## config.mk

```make
export PLATFORM = sky130hd
export DESIGN_NAME = generador_tiempo_muerto
export DESIGN_NICKNAME = d
export VERILOG_FILES = /design/src/rtl/generador_tiempo_muerto.sv
export SDC_FILE = /design/constraint.sdc
export NUM_CORES = 1
export LEC_CHECK = 0
export BUFFER_PORTS_ARGS = -buffer_cell sky130_fd_sc_hd__buf_4
export CAP_MARGIN = 15
export CORE_MARGIN = 2
export CORE_UTILIZATION = 40
export DETAILED_ROUTE_END_ITERATION = 10
export GPL_TIMING_DRIVEN = 0
export PLACE_DENSITY = 0.71
export SYNTH_ARGS = -nofsm -noshare
export SYNTH_HDL_FRONTEND = slang
export SYNTH_SLANG_ARGS = --single-unit
```

## constraint.sdc

```tcl
create_clock -name clk_100MHz -period 1.6 [get_ports clk_100MHz]
set_input_delay 0.24 -clock clk_100MHz [delete_from_list [all_inputs] [get_ports clk_100MHz]]
set_output_delay 0.24 -clock clk_100MHz [all_outputs]
set_load 0.005 [all_outputs]
```

## src/rtl/generador_tiempo_muerto.sv

```systemverilog
// -----------------------------------------------------------------------------
// generador_tiempo_muerto
// Dead-time generator for one full-bridge leg. The raw switching command is
// synchronized, then an FSM drives complementary high/low gate signals with a
// guaranteed dead time between one gate turning off and the other turning on.
// A command that reverts before the dead time expires aborts the transition
// and is flagged on pulso_suprimido.
//
// Optional build macro:
//   DEADTIME_PROG_EN : adds input tiempo_muerto[7:0], which replaces
//                      DEAD_CYCLES; sampled when the dead-time counter loads,
//                      0 is treated as 1.
//
// Ports:
//   clk_100MHz      in   system clock
//   rst             in   asynchronous reset, active low
//   enable          in   0 forces both gates off
//   in_conmutacion  in   raw switching command (asynchronous)
//   tiempo_muerto   in   [7:0] dead time in cycles (DEADTIME_PROG_EN only)
//   gate_alto       out  high-side gate, registered
//   gate_bajo       out  low-side gate, registered
//   pulso_suprimido out  one-cycle flag for an aborted transition
//
// State table:
//   APAGADO       | bridge disabled, both gates off
//   MUERTO_A_ALTO | dead time before turning the high side on
//   ALTO          | high side on
//   MUERTO_A_BAJO | dead time before turning the low side on
//   BAJO          | low side on
// -----------------------------------------------------------------------------
module generador_tiempo_muerto #(
    parameter int unsigned DEAD_CYCLES = 50
) (
    input  logic       clk_100MHz,
    input  logic       rst,
    input  logic       enable,
    input  logic       in_conmutacion,
`ifdef DEADTIME_PROG_EN
    input  logic [7:0] tiempo_muerto,
`endif
    output logic       gate_alto,
    output logic       gate_bajo,
    output logic       pulso_suprimido
);

    typedef enum logic [2:0] {
        APAGADO,
        MUERTO_A_ALTO,
        ALTO,
        MUERTO_A_BAJO,
        BAJO
    } estado_t;

    localparam logic [7:0] CARGA_FIJA = 8'(DEAD_CYCLES - 1);

    logic       sync_1;
    logic       s;
    estado_t    estado;
    estado_t    estado_sig;
    logic [7:0] contador;
    logic [7:0] contador_sig;
    logic [7:0] carga;
    logic       pulso_sig;

    // Counter load value: the MUERTO state lasts carga+1 cycles.
`ifdef DEADTIME_PROG_EN
    assign carga = (tiempo_muerto == 8'd0) ? 8'd0 : tiempo_muerto - 8'd1;
`else
    assign carga = CARGA_FIJA;
`endif

    always_ff @(posedge clk_100MHz or negedge rst) begin
        if (!rst) begin
            sync_1 <= 1'b0;
            s      <= 1'b0;
        end else begin
            sync_1 <= in_conmutacion;
            s      <= sync_1;
        end
    end

    always_ff @(posedge clk_100MHz or negedge rst) begin
        if (!rst) begin
            estado          <= APAGADO;
            contador        <= 8'd0;
            gate_alto       <= 1'b0;
            gate_bajo       <= 1'b0;
            pulso_suprimido <= 1'b0;
        end else begin
            estado          <= estado_sig;
            contador        <= contador_sig;
            // Gates are decoded from the next state so that they are
            // registered yet change on the same edge as the state.
            gate_alto       <= (estado_sig == ALTO);
            gate_bajo       <= (estado_sig == BAJO);
            pulso_suprimido <= pulso_sig;
        end
    end

    always_comb begin
        estado_sig   = estado;
        contador_sig = 8'd0;
        pulso_sig    = 1'b0;
        if (!enable) begin
            estado_sig = APAGADO;
        end else begin
            case (estado)
                APAGADO: begin
                    estado_sig   = s ? MUERTO_A_ALTO : MUERTO_A_BAJO;
                    contador_sig = carga;
                end
                ALTO: begin
                    if (!s) begin
                        estado_sig   = MUERTO_A_BAJO;
                        contador_sig = carga;
                    end
                end
                BAJO: begin
                    if (s) begin
                        estado_sig   = MUERTO_A_ALTO;
                        contador_sig = carga;
                    end
                end
                // A reverting command wins over expiry, so the leg never
                // turns on a side the command no longer asks for.
                MUERTO_A_ALTO: begin
                    if (!s) begin
                        estado_sig = BAJO;
                        pulso_sig  = 1'b1;
                    end else if (contador == 8'd0) begin
                        estado_sig = ALTO;
                    end else begin
                        contador_sig = contador - 8'd1;
                    end
                end
                MUERTO_A_BAJO: begin
                    if (s) begin
                        estado_sig = ALTO;
                        pulso_sig  = 1'b1;
                    end else if (contador == 8'd0) begin
                        estado_sig = BAJO;
                    end else begin
                        contador_sig = contador - 8'd1;
                    end
                end
                default: estado_sig = APAGADO;
            endcase
        end
    end

endmodule

```

# Yosys cells after proc, flatten, opt, wreduce, memory -nomap -nowiden
# Cells that the tools add are included.
dict set report classes {
  addsub 1
  multipliers 0
  div_mod_pow 0
  magnitude_cmp 0
  eq_ne 6
  shift 0
  mux 20
  n_bitwise 0
  reduce_logical 2
}
# operator count
set op_table {}
lappend op_table {{$pmux 8 s5} 1}
lappend op_table {{$mux 8} 4}
lappend op_table {{$mux 3} 7}
lappend op_table {{$pmux 3 s5} 1}
lappend op_table {{$mux 6} 2}
lappend op_table {{$eq 3x2->1 const B} 3}
lappend op_table {{$logic_not 8->1} 1}
lappend op_table {{$sub 8x1->8 const B} 1}
lappend op_table {{$eq 3x3->1 const B} 2}
lappend op_table {{$eq 3x1->1 const B} 1}
lappend op_table {{$logic_not 3->1} 1}
lappend op_table {{$mux 1} 3}
lappend op_table {{$mux 2} 1}
lappend op_table {{$pmux 1 s2} 1}
dict set report word_totals {
  reg_bits 16
  latch_bits 0
  mem_bits_rw 0
  romBits 0
  out_inout_bits 3
  word_cells 36
  mem_count 0
}

# Logic depth before layout (Yosys ltp)
dict set report logic_depth {
  ltp_word 6
  mapped_depth 6
  mapped_depth_nobuf 5
}

# Worst setup path after synthesis
# OpenSTA, ideal clock, no wires.
dict set report synth_timing {
  path_kind {reg2reg}
  startpoint {register contador[5]}
  endpoint {register estado[1]}
  arrival_ns 1.413
  t_required_ns 1.489
  setup_slack_ns 0.075
  path_stages_with_launch 5
  n_path_buf 0
  period_less_slack_ns 1.525
  cell_sequence {dfrtp_1 -> nor4_4 -> and4bb_4 -> mux2i_1 -> a2111oi_2}
}
dict set report synth_via {
  elab_chain_len 5
  word_cells_on_any_way 7
  classes_between {mux (6); reduce/logical (1)}
}
# item line_no
set synth_rtl {}
lappend synth_rtl {{start: declaration} 60} ;# logic [7:0] contador;
lappend synth_rtl {{start signal: assignment} 91} ;# contador <= contador_sig;
lappend synth_rtl {{$logic_not 8->1 *} {130, 140}}
lappend synth_rtl {{$mux 3, on equally long branches} {140, 130}}
lappend synth_rtl {{$mux 3, on equally long branches} {137, 127}}
lappend synth_rtl {{$pmux 3 s5 *} 107} ;# case (estado)
lappend synth_rtl {{$mux 3 *} 104} ;# if (!enable) begin
lappend synth_rtl {{named net estado_sig[1]} 59} ;# estado_t estado_sig;
lappend synth_rtl {{end signal: assignment} 90} ;# estado <= estado_sig;
lappend synth_rtl {{end: declaration} 58} ;# estado_t estado;
# Mark *: on every way through the listed nets, which the timed path passes. The rest lies on a longest branch.

# Final worst setup path
dict set report layout_timing {
  startpoint {register contador[4]}
  endpoint {register estado[1]}
}
# The elaborated chain is that of the path after synthesis.

==> results.py <==
metrics = {
    "sta": {
        "hold_viol_final": 0,
        "worst_slew_pin_slew_ns": 0.338,
        "max_freq_mhz": 640,
        "drv_slew": 0,
        "finalSetupTns_ns": 0,
        "hold_slack_ns": 0.0644,
        "rsz0062_at_grt": "true",
        "min_period_ns": 1.56,
        "finalCritPeriodShare": 0.976,
        "setup_slack_ns": 0.0379,
        "setup_viol": 0,
        "finClkSkew_ns": 0.00677,
        "slew_headroom": 0.774,
    },
    "critical_path": {
        "crit_type": "reg -> reg",
        "slowest_stage": "dfrtp_2",
        "cp_num_buf_inv": 0,
        "worstSetupStartpointType": "register",
        "cp-end-kind": "register",
        "crit_required_ns": 1.77,
        "critPathMaxFanout": 3,
        "critical-path-top-delay-family": "simple AND/OR/NAND/NOR gates",
        "arrival_ns": 1.73,
        "rrSetupSlack_ns": 0.04,
        "cpPeakStageDelay_ns": 0.44,
        "cp_cell_sequence": "nor4_4, and4bb_4, mux2i_1, a2111oi_2",
    },
    "logic_synthesis": {
        "synth.area.mux_share": 0.0269,
        "synthXorXnorAreaFrac": 0.0588,
        "syn_nets": 74,
        "async_flop_share": 1.00,
        "synth_enable_flop_cells": 0,
        "postSynthCellCount": 68,
        "syn_area_um2": 744,
        "synthSimpleGateAreaFrac": 0.182,
        "synth_common_cells": "16 x dfrtp_1, 7 x inv_1, 7 x nor2_1",
        "ys.flop_type": "dfrtp_1",
        "synth_compound_area_frac": 0.111,
        "synth_cell_types": 27,
        "yosysWarningCount": 0,
        "yosysTopAreaCell": "dfrtp_1",
        "ys_ff_latch": 16,
        "synth.area.top_cells": "dfrtp_1 54%, inv_1 3.5%, nor2_1 3.5%, xnor2_1 3.5%, ha_1 3.4%",
        "ys_seq_area_frac": 0.538,
        "synth_top_family_by_area": "simple AND/OR/NAND/NOR gates",
        "yosysTopAreaCellShare": 0.538,
        "yosysMostFrequentCell": "dfrtp_1",
        "yosys.area_share.adder": 0.0336,
        "avgSynthCellArea_um2": 10.9,
    },
    "layout": {
        "n_antenna_cell": 0,
        "syn2layout_area_growth_pct": 24.5,
        "stdcell_area_um2": 927,
        "drive_gt1_frac": 0.294,
        "fillers": 156,
        "nNetsFinal": 92,
    },
    "global_routing": {
        "grt-ovfl-total": 0,
        "grt_max_degree": 17,
        "grt_usage": 0.156,
        "grt_pass1_wl_um": 2320,
        "antenna_found_initial": 0,
        "grt_pass1_vias": 531,
    },
    "clock_network": {
        "cts_tree": "done",
        "clk_latency_ns": 0.28,
        "ctsHtreeMaxLevel": 1,
        "clockBufferDepth": 2,
        "cts_buffers": 3,
        "clock-sinks": 16,
        "clock-root-buffer": "clkbuf_4",
        "clk_pin_slew_ns": 0.09,
    },
    "detailed_routing": {
        "wl_met3_um": 36,
        "m1WireLength_um": 634,
        "drtIter0Drc": 10,
        "routed.top_layer": "met4",
        "wl_met2_um": 691,
        "drcViolationCount": 0,
        "wl_per_cell_um": 12.5,
        "drt-pass1-iter-count": 4,
        "vias": 539,
        "drtAntennaViolNets": 0,
        "vias_per_cell": 4.90,
        "finalWirelength_um": 1380,
    },
    "run": {
        "maxCapViolCount": 0,
    },
    "power_and_ir_drop": {
        "intPower_uw": 858,
        "powerDensity_nw_per_um2": 1360,
        "max-vdd-ir-drop_mv": 0.660,
        "power.switching_uw": 402,
        "p_sw_frac": 0.319,
        "p_comb_frac": 0.371,
        "seqPwrFrac": 0.422,
        "power_frac_clock": 0.207,
        "power.leakage_uw": 0.000430,
    },
    "placed_design": {
        "placed_cell_area_um2": 821,
        "place.port_buffers": 6,
        "hpwl_um": 921,
        "pre_cts_slack_ns": -0.113,
        "finalWeightedCongestion": 0.802,
    },
    "die": {
        "fp.dieH_um": 47.1,
        "core_um2": 1750,
        "ios": 7,
        "num_rows": 15,
        "fp.dieW_um": 47.1,
        "initial_core_util": 0.427,
        "die-area_um2": 2220,
    },
    "hold_path": {
        "hp-class": "in -> reg",
    },
    "status": {
        "outcome": "finished, final reports clean",
    },
}
[layout make-up]
type                       instances  area [um2]  share of cell area
tap                               25        31.3              0.0337
multi-input combinational         43         315               0.340
sequential                        16         403               0.435
clock buffer                       4        36.3              0.0391
buffer                             1        7.51             0.00810
inverter                           7        26.3              0.0283
timing repair buffer              14         108               0.116
[cell usage in the layout (no fill, tap or decap), drive strengths merged]
cell type / instances
nand3: 1
and4bb: 1
xnor2: 3
o2111ai: 1
dlygate4sd3: 1
a31oi: 1
o211ai: 1
a2111oi: 1
nor4: 2
a211oi: 2
mux2i: 2
and3: 1
a21oi: 3
nor4b: 1
buf: 14
or2: 1
inv: 7
o21ai: 3
dfrtp: 16
nand2: 4
nor3: 2
clkbuf: 4
nor2: 7
ha: 2
nand4: 1
xor2: 2
nor3b: 1
[path summary, 6_finish.rpt]
path	start	endpoint	cells past startpoint
worst min register to register	sync_1	s	0
worst max-delay path	contador[4]	estado[1]	4
max in group asynchronous	rst	contador[2]	2
min in group asynchronous	rst	contador[7]	2
worst min-delay path	in_conmutacion	sync_1	1
worst max register to register	contador[4]	estado[1]	4
[per-layer routing]
metal  vias to the layer above  track usage
met3                         2       0.0269
met4                         0        0.106
li1                        268            -
met2                         8        0.241
met5                         -            0
met1                       261        0.200
[per-stage QoR]
stage               instances  utilization  power, uW
finish                    110        0.531       1260
floorplan                  68            -        817
global placement           99        0.470        890
CTS                       106        0.508       1210
detailed placement         99        0.470        905
global route              110        0.531       1350
[flip-flops by register name (all words and copies together), names as in the netlist]
| signal | cells |
|---|---|
| sync_1 | 1 |
| estado | 3 |
| s | 1 |
| gate_alto | 1 |
| contador | 8 |
| pulso_suprimido | 1 |
| gate_bajo | 1 |
[cell families after synthesis]
logic type,Yosys count
DFF,16
AOI/OAI and AO/OA,12
adders and majority gates,2
buffers and inverters,9
xor gates and xnor gates,5
muxes,2
and+or+nand+nor,22
[power by group through the flow]
stage          sequential [uW]  clock, uW  combinational [uW]
2_1_floorplan              526          0                 290
3_3_place_gp               535          0                 354
3_5_place_dp               539          0                 365
4_1_cts                    530        270                 405
5_1_grt                    539        291                 516
6_report                   532        261                 468
[what timing repair did]
item	4_1_cts	5_1_grt
gates cloned	0	0
hold endpoints to repair	16	0
hold buffers	1	0
endpoints found under the setup margin	8	6
pin swaps	3	4
resized for setup	1	3
buffers inserted	3	4
Note: power is estimated with default switching activity, not from simulation.
